--- src/rtl/req_dsc_rd_dma_if.sv ---
// req_dsc_rd_dma_if: command, AXI read-channel and descriptor-stream signals of the descriptor read DMA.
// The master modport is the DMA side; the slave modport is the surrounding system.
interface req_dsc_rd_dma_if;
   logic [31:0] s_dsc_cmd_baseaddr;
   logic [15:0] s_dsc_cmd_num;
   logic        s_dsc_cmd_valid;
   logic        s_dsc_cmd_ready;
   logic [31:0] m_axi_araddr;
   logic [1:0]  m_axi_arburst;
   logic [7:0]  m_axi_arlen;
   logic [2:0]  m_axi_arsize;
   logic        m_axi_arvalid;
   logic        m_axi_arready;
   logic [63:0] m_axi_rdata;
   logic [1:0]  m_axi_rresp;
   logic        m_axi_rlast;
   logic        m_axi_rvalid;
   logic        m_axi_rready;
   logic [63:0] m_dsc_data;
   logic        m_dsc_last;
   logic        m_dsc_valid;
   logic        m_dsc_ready;
   logic        dma_done;
   logic [1:0]  dma_err;
   modport master (
      input  s_dsc_cmd_baseaddr, s_dsc_cmd_num, s_dsc_cmd_valid, m_axi_arready,
             m_axi_rdata, m_axi_rresp, m_axi_rlast, m_axi_rvalid, m_dsc_ready,
      output s_dsc_cmd_ready, m_axi_araddr, m_axi_arburst, m_axi_arlen, m_axi_arsize,
             m_axi_arvalid, m_axi_rready, m_dsc_data, m_dsc_last, m_dsc_valid, dma_done, dma_err
   );
   modport slave (
      output s_dsc_cmd_baseaddr, s_dsc_cmd_num, s_dsc_cmd_valid, m_axi_arready,
             m_axi_rdata, m_axi_rresp, m_axi_rlast, m_axi_rvalid, m_dsc_ready,
      input  s_dsc_cmd_ready, m_axi_araddr, m_axi_arburst, m_axi_arlen, m_axi_arsize,
             m_axi_arvalid, m_axi_rready, m_dsc_data, m_dsc_last, m_dsc_valid, dma_done, dma_err
   );
endinterface

--- src/rtl/req_dsc_rd_dma.sv ---
// req_dsc_rd_dma: fetches 64-bit request descriptors over AXI read, one INCR burst at a time,
// bursts capped at max_burst_len beats and never crossing a 4KB boundary.
module req_dsc_rd_dma #(
   parameter int max_burst_len = 16
) (
   input logic        clk,
   input logic        rst_n,
   req_dsc_rd_dma_if.master bus
);
   typedef enum logic [1:0] {IDLE, AR, R, DONE} state_t;
   state_t      r_state, w_next;
   logic [31:0] r_addr, w_naddr;
   logic [15:0] r_rem, w_nrem, w_b4k, w_bcap, w_blen;
   logic [7:0]  r_arlen, r_cnt;
   logic [8:0]  w_cur;
   logic [1:0]  r_err;
   logic        w_ld, w_beat, w_fin, w_eob, w_unused;
   assign w_ld   = r_state == IDLE && bus.s_dsc_cmd_valid;
   assign w_beat = r_state == R && bus.m_axi_rvalid && bus.m_dsc_ready;
   assign w_fin  = r_cnt == r_arlen;
   assign w_eob  = w_beat && w_fin;
   assign w_cur  = {1'b0, r_arlen} + 9'd1;
   // Next burst is sized from the address/remaining count it will start with, so araddr/arlen
   // are ready the cycle arvalid rises.
   assign w_naddr  = w_ld ? {bus.s_dsc_cmd_baseaddr[31:3], 3'b000} : r_addr + {20'd0, w_cur, 3'b000};
   assign w_nrem   = w_ld ? bus.s_dsc_cmd_num : r_rem - {7'd0, w_cur};
   assign w_b4k    = 16'd512 - {7'd0, w_naddr[11:3]};
   assign w_bcap   = w_nrem < 16'(max_burst_len) ? w_nrem : 16'(max_burst_len);
   assign w_blen   = w_bcap < w_b4k ? w_bcap : w_b4k;
   assign w_unused = &{1'b0, bus.s_dsc_cmd_baseaddr[2:0]};
   always_comb begin
      w_next = r_state;
      case (r_state)
         IDLE:    w_next = !bus.s_dsc_cmd_valid ? IDLE : bus.s_dsc_cmd_num == 16'd0 ? DONE : AR;
         AR:      w_next = bus.m_axi_arready ? R : AR;
         R:       w_next = !w_eob ? R : w_nrem == 16'd0 ? DONE : AR;
         default: w_next = IDLE;
      endcase
   end
   always_ff @(posedge clk or negedge rst_n) begin
      if (!rst_n) begin
         r_state <= IDLE;
         r_cnt   <= 8'd0;
         r_err   <= 2'b00;
      end else begin
         r_state <= w_next;
         r_cnt   <= r_state != R ? 8'd0 : w_beat ? r_cnt + 8'd1 : r_cnt;
         r_err   <= w_ld ? 2'b00 : r_err | {w_beat && (bus.m_axi_rlast != w_fin), w_beat && bus.m_axi_rresp != 2'b00};
      end
   end
   always_ff @(posedge clk) begin
      if (w_ld || w_eob) begin
         r_addr  <= w_naddr;
         r_rem   <= w_nrem;
         r_arlen <= 8'(w_blen - 16'd1);
      end
   end
   assign bus.s_dsc_cmd_ready = r_state == IDLE;
   assign bus.m_axi_araddr    = r_addr;
   assign bus.m_axi_arlen     = r_arlen;
   assign bus.m_axi_arburst   = 2'b01;
   assign bus.m_axi_arsize    = 3'b011;
   assign bus.m_axi_arvalid   = r_state == AR;
   assign bus.m_axi_rready    = r_state == R && bus.m_dsc_ready;
   assign bus.m_dsc_valid     = r_state == R && bus.m_axi_rvalid;
   assign bus.m_dsc_data      = bus.m_axi_rdata;
   assign bus.m_dsc_last      = r_state == R && w_fin && r_rem == {7'd0, w_cur};
   assign bus.dma_done        = r_state == DONE;
   assign bus.dma_err         = r_err;
endmodule
--- src/flat_wrapper.sv ---
// flat-port wrapper written by rule: the top's interface ports become plain ports
module req_dsc_rd_dma_flat 
#(
   parameter int max_burst_len = 16
)
  (clk, rst_n, bus_s_dsc_cmd_baseaddr, bus_s_dsc_cmd_num, bus_s_dsc_cmd_valid, bus_m_axi_arready, bus_m_axi_rdata, bus_m_axi_rresp, bus_m_axi_rlast, bus_m_axi_rvalid, bus_m_dsc_ready, bus_s_dsc_cmd_ready, bus_m_axi_araddr, bus_m_axi_arburst, bus_m_axi_arlen, bus_m_axi_arsize, bus_m_axi_arvalid, bus_m_axi_rready, bus_m_dsc_data, bus_m_dsc_last, bus_m_dsc_valid, bus_dma_done, bus_dma_err);
  req_dsc_rd_dma_if bus_i ();
  input logic clk;
  input logic rst_n;
  input wire logic [$bits(bus_i.s_dsc_cmd_baseaddr)-1:0] bus_s_dsc_cmd_baseaddr;
  input wire logic [$bits(bus_i.s_dsc_cmd_num)-1:0] bus_s_dsc_cmd_num;
  input wire logic [$bits(bus_i.s_dsc_cmd_valid)-1:0] bus_s_dsc_cmd_valid;
  input wire logic [$bits(bus_i.m_axi_arready)-1:0] bus_m_axi_arready;
  input wire logic [$bits(bus_i.m_axi_rdata)-1:0] bus_m_axi_rdata;
  input wire logic [$bits(bus_i.m_axi_rresp)-1:0] bus_m_axi_rresp;
  input wire logic [$bits(bus_i.m_axi_rlast)-1:0] bus_m_axi_rlast;
  input wire logic [$bits(bus_i.m_axi_rvalid)-1:0] bus_m_axi_rvalid;
  input wire logic [$bits(bus_i.m_dsc_ready)-1:0] bus_m_dsc_ready;
  output wire logic [$bits(bus_i.s_dsc_cmd_ready)-1:0] bus_s_dsc_cmd_ready;
  output wire logic [$bits(bus_i.m_axi_araddr)-1:0] bus_m_axi_araddr;
  output wire logic [$bits(bus_i.m_axi_arburst)-1:0] bus_m_axi_arburst;
  output wire logic [$bits(bus_i.m_axi_arlen)-1:0] bus_m_axi_arlen;
  output wire logic [$bits(bus_i.m_axi_arsize)-1:0] bus_m_axi_arsize;
  output wire logic [$bits(bus_i.m_axi_arvalid)-1:0] bus_m_axi_arvalid;
  output wire logic [$bits(bus_i.m_axi_rready)-1:0] bus_m_axi_rready;
  output wire logic [$bits(bus_i.m_dsc_data)-1:0] bus_m_dsc_data;
  output wire logic [$bits(bus_i.m_dsc_last)-1:0] bus_m_dsc_last;
  output wire logic [$bits(bus_i.m_dsc_valid)-1:0] bus_m_dsc_valid;
  output wire logic [$bits(bus_i.dma_done)-1:0] bus_dma_done;
  output wire logic [$bits(bus_i.dma_err)-1:0] bus_dma_err;
  assign bus_i.s_dsc_cmd_baseaddr = bus_s_dsc_cmd_baseaddr;
  assign bus_i.s_dsc_cmd_num = bus_s_dsc_cmd_num;
  assign bus_i.s_dsc_cmd_valid = bus_s_dsc_cmd_valid;
  assign bus_i.m_axi_arready = bus_m_axi_arready;
  assign bus_i.m_axi_rdata = bus_m_axi_rdata;
  assign bus_i.m_axi_rresp = bus_m_axi_rresp;
  assign bus_i.m_axi_rlast = bus_m_axi_rlast;
  assign bus_i.m_axi_rvalid = bus_m_axi_rvalid;
  assign bus_i.m_dsc_ready = bus_m_dsc_ready;
  assign bus_s_dsc_cmd_ready = bus_i.s_dsc_cmd_ready;
  assign bus_m_axi_araddr = bus_i.m_axi_araddr;
  assign bus_m_axi_arburst = bus_i.m_axi_arburst;
  assign bus_m_axi_arlen = bus_i.m_axi_arlen;
  assign bus_m_axi_arsize = bus_i.m_axi_arsize;
  assign bus_m_axi_arvalid = bus_i.m_axi_arvalid;
  assign bus_m_axi_rready = bus_i.m_axi_rready;
  assign bus_m_dsc_data = bus_i.m_dsc_data;
  assign bus_m_dsc_last = bus_i.m_dsc_last;
  assign bus_m_dsc_valid = bus_i.m_dsc_valid;
  assign bus_dma_done = bus_i.dma_done;
  assign bus_dma_err = bus_i.dma_err;
  req_dsc_rd_dma #(.max_burst_len(max_burst_len)) u_core (.clk(clk), .rst_n(rst_n), .bus(bus_i));
endmodule
--- config.mk ---
export PLATFORM = sky130hd
export DESIGN_NAME = req_dsc_rd_dma_flat
export DESIGN_NICKNAME = d
export VERILOG_FILES = /design/src/rtl/req_dsc_rd_dma_if.sv /design/src/rtl/req_dsc_rd_dma.sv /design/src/flat_wrapper.sv
export SDC_FILE = /design/constraint.sdc
export NUM_CORES = 1
export LEC_CHECK = 0
export CAP_MARGIN = 20
export CORE_ASPECT_RATIO = 0.7
export CORE_MARGIN = 2
export CORE_UTILIZATION = 35
export DETAILED_ROUTE_END_ITERATION = 10
export HOLD_SLACK_MARGIN = 0.15
export PLACE_DENSITY = 0.67
export SLEW_MARGIN = 30
export SYNTH_ARGS = -nofsm -noshare
export SYNTH_HDL_FRONTEND = slang
export SYNTH_SLANG_ARGS = --single-unit
--- constraint.sdc ---
create_clock -name clk -period 10.05 [get_ports clk]
set_input_delay 1.5075 -clock clk [delete_from_list [all_inputs] [get_ports clk]]
set_output_delay 1.5075 -clock clk [all_outputs]
set_load 0.01 [all_outputs]
* Word level (Yosys, flattened, before mapping)
Cells that the tools add are included.
** Operators by class
- Equal/unequal tests :: 7
- Magnitude comparators :: 2
- Reductions and logical operators :: 15
- Mux-type cells :: 13
- $add $sub $neg :: 6
- Bitwise operators :: 1
** Operators with widths (number)
- adder 32 x 12 -> 32 bit :: 1
- logical NOT 16 bit :: 2
- 2-to-1 mux 16 bit :: 2
- 2-to-1 mux 32 bit :: 1
- 2-to-1 mux 8 bit :: 3
- == test 16 x 9 -> 1 bit :: 1
- < comparator 16 bit :: 1
- < comparator 16 x 5 -> 1 bit (second input constant) :: 1
- subtractor 16 x 9 -> 16 bit :: 1
- 2-to-1 mux 2 bit :: 6
- subtractor 10 x 9 -> 11 bit (first input constant) :: 1
- adder 8 x 1 -> 9 bit (second input constant) :: 1
- logical AND 1 bit :: 9
- adder 8 x 1 -> 8 bit (second input constant) :: 1
- == test 8 bit :: 1
- subtractor 8 x 1 -> 8 bit (second input constant) :: 1
- one-hot mux 2 bit (3 select lines) :: 1
- == test 2 bit (second input constant) :: 2
- nonzero test 2 bit :: 2
- == test 2 x 1 -> 1 bit (second input constant) :: 1
- logical NOT 2 bit :: 1
- != test 2 bit (second input constant) :: 1
- bitwise OR 2 bit :: 1
- logical OR 1 bit :: 1
- != test 1 bit :: 1
** Storage, ports and cells
- Output and inout bits :: 117
- Word-level logic and storage cells :: 51
- Register bits after elaboration :: 68
- Input port bits :: 121

* Depth between registers and ports, before layout
Gate-level depths: netlist (run 1).
- Word-level depth :: 8
- Gate-level depth with buffers :: 30
- Gate-level depth less buffers :: 29

* Worst setup path before layout (run 1)
OpenSTA, ideal clock, no wires.
- Path kind :: reg2reg
- Start point :: register u_core.r_arlen[0], in the netlist u_core.bus.m_axi_arlen[0]
- End point :: register u_core.r_arlen[2], in the netlist u_core.bus.m_axi_arlen[2], data pin
- Arrival time :: 5.502 ns
- Setup time :: 0.255 ns
- Clock period less this slack :: 5.757 ns
- Required time :: 9.795 ns
- Stages on the path, launching flop included :: 29
- Buffers on the path :: 2
- Slack :: 4.293 ns
- Cell sequence :: edfxtp_1 > ha_1 > nand3_1 > nor2_1 > nand3_1 > ha_1 > buf_6 > a211o_1 > buf_6 > or4_1 > nand3_1 > o31ai_2 > nor3_2 > o2111ai_2 > nor4_1 > nand2_1 > ha_1 > a21o_1 > a21oi_1 > nor2b_1 > o21ai_0 > nand2b_1 > a21oi_1 > o41ai_1 > nor2_2 > a31oi_1 > ha_1 > or4_1 > and3_1
** Between the ends
- Cells in the longest elaborated chain, start to end :: 8
- Elaborated cells between the ends (all ways) :: 11
- Those cells by class :: add/sub (5); order compare (2); mux (4)
** RTL lines
- from (decl) :: line req_dsc_rd_dma.sv:14 : logic [7:0] r_arlen, r_cnt;
- from (signal assigned) :: line req_dsc_rd_dma.sv:55 : r_arlen <= 8'(w_blen - 16'd1);
- adder 8 x 1 -> 9 bit (*) :: line req_dsc_rd_dma.sv:22 : assign w_cur = {1'b0, r_arlen} + 9'd1;
- subtractor 16 x 9 -> 16 bit :: line req_dsc_rd_dma.sv:26 : assign w_nrem = w_ld ? bus.s_dsc_cmd_num : r_rem - {7'd0, w_cur};
- 2-to-1 mux 16 bit :: line req_dsc_rd_dma.sv:26
- < comparator 16 x 5 -> 1 bit :: line req_dsc_rd_dma.sv:28 : assign w_bcap = w_nrem < 16'(max_burst_len) ? w_nrem : 16'(max_burst_len);
- 2-to-1 mux 16 bit :: line req_dsc_rd_dma.sv:28
- < comparator 16 bit :: line req_dsc_rd_dma.sv:29 : assign w_blen = w_bcap < w_b4k ? w_bcap : w_b4k;
- 2-to-1 mux 8 bit (*) :: line req_dsc_rd_dma.sv:29
- subtractor 8 x 1 -> 8 bit (*) :: line req_dsc_rd_dma.sv:55
Mark *: on every way between the ends. The rest lies on a longest branch, timed or not.
A chain may end at the register's enable or synchronous reset.

* Worst setup path after layout (run 1)
- Start point :: input port bus_s_dsc_cmd_valid
- End point :: register u_core.r_arlen[2], in the netlist u_core.bus.m_axi_arlen[2], data pin
** Between the ends
- Cells in the longest elaborated chain, start to end :: 7
- Elaborated cells between the ends (all ways) :: 9
- Those cells by class :: add/sub (2); order compare (2); mux (4); reduce/logical (1)
** RTL lines
- from (decl) :: line flat_wrapper.sv:12 : input wire logic [$bits(bus_i.s_dsc_cmd_valid)-1:0] bus_s_dsc_cmd_valid;
- logical AND 1 bit (*) :: line req_dsc_rd_dma.sv:18 : assign w_ld = r_state == IDLE && bus.s_dsc_cmd_valid;
- 2-to-1 mux 16 bit :: line req_dsc_rd_dma.sv:26
- < comparator 16 x 5 -> 1 bit :: line req_dsc_rd_dma.sv:28
- 2-to-1 mux 16 bit :: line req_dsc_rd_dma.sv:28
- < comparator 16 bit :: line req_dsc_rd_dma.sv:29
- 2-to-1 mux 8 bit (*) :: line req_dsc_rd_dma.sv:29
- subtractor 8 x 1 -> 8 bit (*) :: line req_dsc_rd_dma.sv:55
Marks and branches as above.

==> flow_metrics.env, run 1 <==
export IMPL_diodes=0
export IMPL_grt_pass1_vias=4428
export IMPL_worstPathRequired_ps=10130
export IMPL_drv_cap=0
export IMPL_postPlaceCellArea_um2=6580
export IMPL_first_pass_iters=5
export IMPL_wl_per_cell_um=16.1
export IMPL_wl_mm=15.0
export IMPL_cts_repair_resized=0
export IMPL_hp_class="register to register"
export IMPL_ys_flop_type="edfxtp_1"
export IMPL_syn_area_per_cell_um2=8.86
export IMPL_finalMaxSlewViolations=0
export IMPL_grt_start_max_net_pins=51
export IMPL_cp_num_buf_inv=2
export IMPL_skew_ps=6.97
export IMPL_setup_violations=0
export IMPL_p_leak_nw=2.65
export IMPL_crit_arrival_ps=6700
export IMPL_worstSetupPathType="input port to register"
export IMPL_core_um2=16400
export IMPL_setup_tns_final_ps=0
export IMPL_syn_area_um2=5900
export IMPL_final_area_um2=6860
export IMPL_path_delay_family="simple AND/OR/NAND/NOR gates"
export IMPL_yosysSeqAreaShare=0.321
export IMPL_cts_buffer_depth=2
export IMPL_crit_fanout=45
export IMPL_cts_buffers=9
export IMPL_yosysMostFrequentCell="buf_4"
export IMPL_nNetsFinal=855
export IMPL_grt_total_usage=0.168
export IMPL_ys_warn_count=0
export IMPL_grt_overflow_total=0
export IMPL_antenna_found_initial=0
export IMPL_die_x_um=159
export IMPL_rows=39
export IMPL_power_mw=2.99
export IMPL_drtIter0Drc=290
export IMPL_p_per_area_nw_per_um2=435
export IMPL_finalNonFillerCells=931
export IMPL_final_layout_size_suffix_gt1_frac=0.0708
export IMPL_cts_tree="done"
export IMPL_synth_area_top_cells="edfxtp_1 27%, buf_4 9.5%, ha_1 6.6%"
export IMPL_grt_pass1_wl_mm=23.8
export IMPL_io_pins=238
export IMPL_netlist_instances=666
export IMPL_synth_top_area_cell="edfxtp_1"
export IMPL_worstMarginPinSlew_ps=757
export IMPL_path_common_cell="ha_1"
export IMPL_ys_seq_elements=65
export IMPL_hold_buffers=0
export IMPL_final_hold_viol_count=0
export IMPL_post_dp_hpwl_mm=11.8
export IMPL_via_per_inst=5.10
export IMPL_cp_slowest_cell="or4b_2"
export IMPL_gp_congestion=0.905
export IMPL_dp_cells=915
export IMPL_synth_edf_count=53
export IMPL_clock_latency_ps=330
export IMPL_synthDistinctLibCells=71
export IMPL_clock_root_buffer="clkbuf_16"
export IMPL_synthTopCellsByCount="75 x buf_4, 61 x nand2_1, 59 x nor2_1"
export IMPL_slew_headroom=0.489
export IMPL_path_cells="clkdlybuf4s50_1 -> nor3b_4 -> buf_4 -> or3_1 -> mux2i_1 -> a211oi_1 -> nand3b_1 -> or4b_2 -> ha_1 -> nand2_1 -> nor4_1 -> and2_1 -> and4_4 -> nor2_2 -> a31oi_1 -> ha_1 -> or4_1 -> and3_1"
export IMPL_clock_sinks=65
export IMPL_postCtsSetupBuffers=0
export IMPL_worstSetupEndpointType="register"
export IMPL_areaGrowthSynthToFinish_pct=16.2
export IMPL_slowest_delay_ps=680
export IMPL_postLayoutCoreUtil=0.418
export IMPL_ant_nets=0
export IMPL_synthArstFlopShare=0.185
export IMPL_post_route_drc_count=0
export IMPL_vias=4747
export IMPL_fin_crit_ps=6620
export IMPL_htree_levels=3
export IMPL_clkTransAtPathRegs_ps=60
export IMPL_fmax_ghz=0.151
export IMPL_fp_dieH_um=113
export IMPL_fin_crit_sh=0.658
export IMPL_start_util=0.360
export IMPL_port_buffers=98
export IMPL_irDropWorstVdd_v=0.000161
export IMPL_rsz0062_at_grt="false"
export IMPL_synth_top_area_frac=0.270
export IMPL_cp_start_kind="input port"
export IMPL_dieArea_um2=17900
export IMPL_outcome="finished, final reports clean"
==> area by class of cell <==
type                            count  area [µm²]
Fill cell                        1617        9540
Inverter                           37         139
Timing Repair Buffer              101        1000
Sequential cell                    65        1890
Clock buffer                       10         239
Tap cell                          225         282
Clock inverter                      6        42.5
Multi-Input combinational cell    487        3260
==> per-stage QoR <==
stage	setup slack [ps]	hold WS [ps]
5_1_grt	2900	534
6_report	3430	497
4_1_cts	3430	502
2_1_floorplan	4290	523
3_5_place_dp	3090	487
3_3_place_gp	3170	494
==> cell usage in the layout (no fill, tap or decap), types with 5 or more instances in the layout <==
master and n:
clkdlybuf4s50_1 98, nand2_1 60, nor2_1 59, edfxtp_1 53, inv_1 37, xor2_1 34, a21oi_1 33, o21ai_0 33
xnor2_1 31, ha_1 31, nand3_1 21, conb_1 13, and3_1 12, dfrtp_1 12, nor3_1 11, nand4_1 10
nor4_1 10, clkbuf_16 9, a31oi_1 8, and2_1 8, a21o_1 8, nand2b_1 7, or2_2 6, mux2i_1 6
a211oi_1 5, o21a_1 5, o211ai_1 5
==> per-layer routing <==
metal / up-vias / part of all wire / global-route usage
met2: 168 / 0.40 / 0.232
met4: 0 / 0.014 / 0.0473
met5: - / 0 / 0
met3: 15 / 0.076 / 0.0521
met1: 2203 / 0.51 / 0.250
li1: 2361 / - / -
==> tightest hold or removal path, delay by kind of cell, from the launching register on <==
kind	cells	cell delay [ps]
DFF	1	340
and+or+nand+nor	1	70
AOI/OAI and AO/OA	1	40
==> final timing paths <==
| kind | start | to | slack [ps] | depth (start not counted) |
|---|---|---|---|---|
| setup / recovery | bus_s_dsc_cmd_valid | u_core.bus.m_axi_arlen[2]$_DFFE_PP_ | 3430 | 18 |
| hold / removal | u_core.bus.dma_err[1]$_DFF_PN0_ | u_core.bus.dma_err[1]$_DFF_PN0_ | 500 | 2 |
| setup reg to reg | u_core.bus.m_axi_arlen[0]$_DFFE_PP_ | u_core.bus.m_axi_arlen[2]$_DFFE_PP_ | 3470 | 27 |
| hold reg to reg | u_core.bus.dma_err[1]$_DFF_PN0_ | u_core.bus.dma_err[1]$_DFF_PN0_ | 500 | 2 |
| max in group asynchronous | rst_n | u_core.r_cnt[2]$_DFFE_PN0P_ | 8170 | 1 |
| min in group asynchronous | rst_n | u_core.bus.dma_err[0]$_DFF_PN0_ | 1530 | 1 |
==> where the power goes <==
part | internal (mW) | total, mW | switching (mW)
sequential | 0.491 | 0.601 | 0.110
combinational | 0.864 | 2.09 | 1.22
clock | 0.174 | 0.296 | 0.122
==> kinds of logic (layout without fill, tap and decap cells) <==
group,count (synthesis),in the layout,synth area share
AND/OR/NAND/NOR,239,239,0.211
AO/OA/AOI/OAI,127,127,0.143
buffers and inverters,125,154,0.134
XOR/XNOR,66,66,0.0993
flip-flops,65,65,0.321
adder cells (fa/ha/maj),33,33,0.0725
multiplexers,9,9,0.0178
other,2,13,0.00127
==> sequential cells by signal, summed over array words and instances (netlist names) <==
register                 cells
u_core.r_cnt                 8
u_core.bus.dma_err           2
u_core.r_state               2
u_core.bus.m_axi_arlen       8
u_core.bus.m_axi_araddr     29
u_core.r_rem                16
Power figures use the tool's default switching activity.
==> inputs of run 2 (changes only) <==
==> constraint.sdc (replaced) <==
create_clock -name clk -period 6.92 [get_ports clk]
set_input_delay 1.038 -clock clk [delete_from_list [all_inputs] [get_ports clk]]
set_output_delay 1.038 -clock clk [all_outputs]
set_load 0.01 [all_outputs]
==> flow_metrics.env, run 2 (synthesized netlist as in run 1, its figures left out) <==
export IMPL_fin_crit_ps=6270
export IMPL_grt_pass1_wl_mm=24.0
export IMPL_start_util=0.360
export IMPL_worstMarginPinSlew_ps=699
export IMPL_rows=39
export IMPL_die_x_um=159
export IMPL_final_layout_size_suffix_gt1_frac=0.0761
export IMPL_drtIter0Drc=398
export IMPL_via_per_inst=5.13
export IMPL_grt_start_max_net_pins=51
export IMPL_power_mw=4.44
export IMPL_worst_hold_slack_ps=511
export IMPL_clock_root_buffer="clkbuf_16"
export IMPL_fmax_ghz=0.160
export IMPL_r2r_start="u_core.bus.m_axi_arlen[0]$_DFFE_PP_"
export IMPL_hold_end="u_core.bus.dma_err[0]$_DFF_PN0_"
export IMPL_first_pass_iters=5
export IMPL_clock_sinks=65
export IMPL_htree_levels=3
export IMPL_post_dp_hpwl_mm=11.9
export IMPL_final_cell_mix="98 x clkdlybuf4s50_1, 60 x nand2_1, 59 x nor2_1, 53 x edfxtp_1, 37 x inv_1"
export IMPL_grt_pass1_vias=4389
export IMPL_wl_mm=15.2
export IMPL_crit_arrival_ps=6350
export IMPL_port_buffers=98
export IMPL_antenna_found_initial=0
export IMPL_worstPathRequired_ps=7000
export IMPL_post_route_drc_count=0
export IMPL_fillers=1606
export IMPL_layout_commonest_cell="clkdlybuf4s50_1"
export IMPL_grt_total_usage=0.168
export IMPL_grt_overflow_total=0
export IMPL_p_per_area_nw_per_um2=640
export IMPL_worstSetupEndpointType="register"
export IMPL_rrSetupSlack_ps=650
export IMPL_areaGrowthSynthToFinish_pct=17.6
export IMPL_crit_fanout=7
export IMPL_skew_ps=7.86
export IMPL_outcome="finished, final reports clean"
export IMPL_wl_per_cell_um=16.2
export IMPL_timing_rr_end="u_core.bus.m_axi_arlen[2]$_DFFE_PP_"
export IMPL_nNetsFinal=859
export IMPL_largest_register_ffs=29
export IMPL_rsz0062_at_grt="false"
export IMPL_drv_cap=0
export IMPL_postCtsSetupBuffers=0
export IMPL_setup_violations=0
export IMPL_dieArea_um2=17900
export IMPL_hp_class="register to register"
export IMPL_final_hold_viol_count=0
export IMPL_setup_tns_final_ps=0
export IMPL_core_um2=16400
export IMPL_ant_nets=0
export IMPL_clkTransAtPathRegs_ps=60
export IMPL_fp_dieH_um=113
export IMPL_hold_buffers=0
export IMPL_irDropWorstVdd_v=0.000223
export IMPL_p_leak_nw=2.70
export IMPL_gp_congestion=0.875
export IMPL_finalMaxSlewViolations=0
export IMPL_cts_buffers=9
export IMPL_clock_latency_ps=330
export IMPL_hold_start="u_core.bus.dma_err[0]$_DFF_PN0_"
export IMPL_cts_tree="done"
export IMPL_cts_buffer_depth=2
export IMPL_io_pins=238
export IMPL_fin_crit_sh=0.906
export IMPL_slew_headroom=0.534
export IMPL_cts_repair_resized=0
export IMPL_r2r_cells=27
export IMPL_worstSetupPathType="register to register"
export IMPL_seq_area_um2=1890
export IMPL_vias=4797
export IMPL_cp_start_kind="register"
export IMPL_holdPathStages=2
export IMPL_diodes=0
export IMPL_multi_input_area_um2=3260
==> run 2: worst max-delay path by stage <==
stage,start,endpoint
floorplan,u_core.bus.m_axi_arlen[0]$_DFFE_PP_,u_core.bus.m_axi_arlen[2]$_DFFE_PP_
global placement,u_core.bus.m_axi_arlen[0]$_DFFE_PP_,u_core.bus.m_axi_arlen[2]$_DFFE_PP_
detailed placement,u_core.bus.m_axi_arlen[0]$_DFFE_PP_,u_core.bus.m_axi_arlen[2]$_DFFE_PP_
CTS,u_core.bus.m_axi_arlen[0]$_DFFE_PP_,u_core.bus.m_axi_arlen[2]$_DFFE_PP_
global route,u_core.bus.m_axi_arlen[0]$_DFFE_PP_,u_core.bus.m_axi_arlen[6]$_DFFE_PP_
finish,u_core.bus.m_axi_arlen[0]$_DFFE_PP_,u_core.bus.m_axi_arlen[2]$_DFFE_PP_
==> run 2: layout make-up <==
cell class                 instances  share of cell area
tap                              225              0.0406
multi-input combinational        487               0.470
timing repair buffer             105               0.149
clock buffer                      11              0.0364
inverter                          37              0.0200
sequential                        65               0.273
clock inverter                     5              0.0112
==> run 2: routing by layer <==
metal / share of wire / track usage / routed length [µm] / vias up
li1: - / - / - / 2371
met1: 0.52 / 0.258 / 7870 / 2260
met2: 0.40 / 0.229 / 6020 / 155
met3: 0.076 / 0.0514 / 1160 / 11
met4: 0.0090 / 0.0376 / 137 / 0
met5: 0 / 0 / 0 / -
==> run 2: power breakdown <==
group / leakage, nW / switching, mW / internal, mW
logic: 1.88 / 1.79 / 1.28
registers: 0.660 / 0.159 / 0.713
clock network: 0.162 / 0.169 / 0.334
total: 2.70 / 2.11 / 2.33
==> run 2: worst max-delay path, stage by stage (launching register included) <==
cell	delay [ps]
edfxtp_1	480
ha_1	240
nand3_1	120
nor2_1	190
xor2_1	360
inv_1	90
ha_1	410
o21a_1	190
or2_2	130
a21boi_0	360
a31oi_2	180
nor3_2	220
o2111ai_2	180
nor4_1	280
nand2_1	160
ha_1	230
a21o_1	170
a21oi_1	130
nor2b_1	50
o21ai_0	140
nand2b_1	70
a21oi_1	180
o41ai_1	160
nor2_2	160
a31oi_1	130
ha_1	310
or4_1	520
and3_1	190
==> run 2: metrics by stage <==
step	std cells	worst slack, ps	util	instance area, µm²
2_1_floorplan	677	1160	-	5940
3_3_place_gp	919	734	0.403	6610
3_5_place_dp	919	675	0.403	6610
4_1_cts	935	635	0.423	6940
5_1_grt	935	40.8	0.423	6940
6_report	935	651	0.423	6940
==> inputs of run 3 (changes only) <==
--- a/config.mk
+++ b/config.mk
@@ -5,7 +5,7 @@
 export SDC_FILE = /design/constraint.sdc
 export NUM_CORES = 1
 export LEC_CHECK = 0
-export CAP_MARGIN = 20
+export CAP_MARGIN = 10
 export CORE_ASPECT_RATIO = 0.7
 export CORE_MARGIN = 2
 export CORE_UTILIZATION = 35
==> constraint.sdc (replaced) <==
create_clock -name clk -period 7 [get_ports clk]
set_input_delay 1.05 -clock clk [delete_from_list [all_inputs] [get_ports clk]]
set_output_delay 1.05 -clock clk [all_outputs]
set_load 0.01 [all_outputs]
==> flow_metrics.env, run 3 (synthesized netlist as in run 1, its figures left out) <==
export IMPL_worstSetupEndpointType="register"
export IMPL_fin_crit_sh=0.892
export IMPL_cts_buffer_depth=2
export IMPL_grt_total_usage=0.173
export IMPL_grt_pass1_wl_mm=24.2
export IMPL_first_pass_iters=5
export IMPL_worstPathRequired_ps=7090
export IMPL_final_area_um2=6900
export IMPL_final_hold_viol_count=0
export IMPL_slowest_delay_ps=520
export IMPL_wl_mm=15.4
export IMPL_setup_tns_final_ps=0
export IMPL_clkTransAtPathRegs_ps=60
export IMPL_p_per_area_nw_per_um2=629
export IMPL_skew_ps=5.44
export IMPL_gp_congestion=0.885
export IMPL_drv_cap=0
export IMPL_start_util=0.360
export IMPL_multi_input_area_um2=3260
export IMPL_crit_fanout=9
export IMPL_power_share_clock=0.106
export IMPL_postPlaceCellArea_um2=6610
export IMPL_areaGrowthSynthToFinish_pct=17.0
export IMPL_worstMarginPinSlew_ps=725
export IMPL_p_int_mw=2.25
export IMPL_port_buffers=98
export IMPL_via_per_inst=5.14
export IMPL_rsz0062_at_grt="false"
export IMPL_largest_register_ffs=29
export IMPL_cts_tree="done"
export IMPL_antenna_found_initial=0
export IMPL_p_leak_nw=2.68
export IMPL_grt_start_max_net_pins=51
export IMPL_ant_nets=0
export IMPL_power_frac_seq=0.198
export IMPL_vias=4808
export IMPL_path_common_cell="ha_1"
export IMPL_post_route_drc_count=0
export IMPL_setup_violations=0
export IMPL_htree_levels=3
export IMPL_slew_headroom=0.513
export IMPL_finalMaxSlewViolations=0
export IMPL_wl_per_cell_um=16.4
export IMPL_cp_start_kind="register"
export IMPL_cts_buffers=9
export IMPL_grt_pass1_vias=4427
export IMPL_crit_arrival_ps=6330
export IMPL_cp_slowest_cell="or4_1"
export IMPL_diodes=0
export IMPL_irDropWorstVdd_v=0.000220
export IMPL_drtIter0Drc=374
export IMPL_clock_root_buffer="clkbuf_16"
export IMPL_fin_crit_ps=6240
export IMPL_layout_commonest_cell="clkdlybuf4s50_1"
export IMPL_die_x_um=159
export IMPL_outcome="finished, final reports clean"
export IMPL_postCtsSetupBuffers=0
export IMPL_core_um2=16400
export IMPL_grt_overflow_total=0
export IMPL_dieArea_um2=17900
export IMPL_clock_sinks=65
export IMPL_fmax_ghz=0.160
export IMPL_worstSetupPathType="register to register"
export IMPL_final_layout_size_suffix_gt1_frac=0.0761
export IMPL_rows=39
export IMPL_fillers=1631
export IMPL_hp_class="register to register"
export IMPL_seq_area_um2=1890
export IMPL_sw_frac_of_total=0.481
export IMPL_p_sw_mw=2.09
export IMPL_final_cell_mix="98 x clkdlybuf4s50_1, 60 x nand2_1, 59 x nor2_1, 53 x edfxtp_1, 37 x inv_1"
export IMPL_nNetsFinal=859
export IMPL_io_pins=238
export IMPL_clock_latency_ps=340
export IMPL_post_dp_hpwl_mm=11.9
export IMPL_comb_power_share=0.697
export IMPL_fp_dieH_um=113
==> run 3: changes by cell type in the layout (fill, tap and decap cells not counted), sizes merged <==
cell    previous run  this run
clkinv             2         4
bufinv             2         1
clkbuf            11        10
==> run 3: metrics by stage <==
stage | utilization | setup slack, ps | hold slack (ps) | cells | power [mW]
after floorplan | - | 1240 | 523 | 677 | 3.05
after global placement | 0.403 | 818 | 492 | 919 | 3.81
after detailed placement | 0.403 | 714 | 501 | 919 | 3.84
after CTS | 0.421 | 691 | 513 | 935 | 4.33
after global routing | 0.421 | 156 | 554 | 935 | 4.73
final | 0.421 | 759 | 514 | 935 | 4.34
==> run 3: critical path: cells and delay by family, from the launching register on <==
kind	cells	cell delay, ps
buffers and inverters	1	90
flip-flops	1	490
AND/OR/NAND/NOR	13	2600
XOR/XNOR	1	410
AO/OA/AOI/OAI	9	1580
adder cells (fa/ha/maj)	3	810
==> run 3: cell type report <==
class	count	share of cell area
clock buffers	10	0.0346
clock inverters	6	0.00834
inverters	37	0.0201
multi-input cells	487	0.472
flip-flops and latches	65	0.274
well taps	225	0.0408
repair buffers	105	0.150
==> run 3: worst paths after layout <==
check                                                       to  slack [ps]                           startpoint  depth (start not counted)
hold / removal                 u_core.bus.dma_err[0]$_DFF_PN0_         510      u_core.bus.dma_err[0]$_DFF_PN0_                          2
max in group asynchronous          u_core.r_state[0]$_DFF_PN0_        5560                                rst_n                          1
setup / recovery           u_core.bus.m_axi_arlen[2]$_DFFE_PP_         760  u_core.bus.m_axi_arlen[0]$_DFFE_PP_                         27
min in group asynchronous          u_core.r_cnt[3]$_DFFE_PN0P_        1070                                rst_n                          1
setup reg to reg           u_core.bus.m_axi_arlen[2]$_DFFE_PP_         760  u_core.bus.m_axi_arlen[0]$_DFFE_PP_                         27
hold reg to reg                u_core.bus.dma_err[0]$_DFF_PN0_         510      u_core.bus.dma_err[0]$_DFF_PN0_                          2
==> run 3: power groups by stage <==
stage	Clock [mW]	Combinational, mW	Sequential, mW
6_report	0.458	3.03	0.860
5_1_grt	0.483	3.37	0.880
4_1_cts	0.469	3.00	0.858
3_5_place_dp	0	2.97	0.864
3_3_place_gp	0	2.94	0.861
2_1_floorplan	0	2.19	0.860
==> run 3: what timing repair did <==
item,4_1_cts,5_1_grt
resized for setup,0,1
hold buffers,0,0
setup endpoints to repair,0,1
==> run 3: per-layer routing <==
| metal | track usage | share of wire |
|---|---|---|
| met4 | 0.0479 | 0.010 |
| met1 | 0.254 | 0.50 |
| met2 | 0.240 | 0.41 |
| met3 | 0.0558 | 0.087 |
| met5 | 0 | 0 |
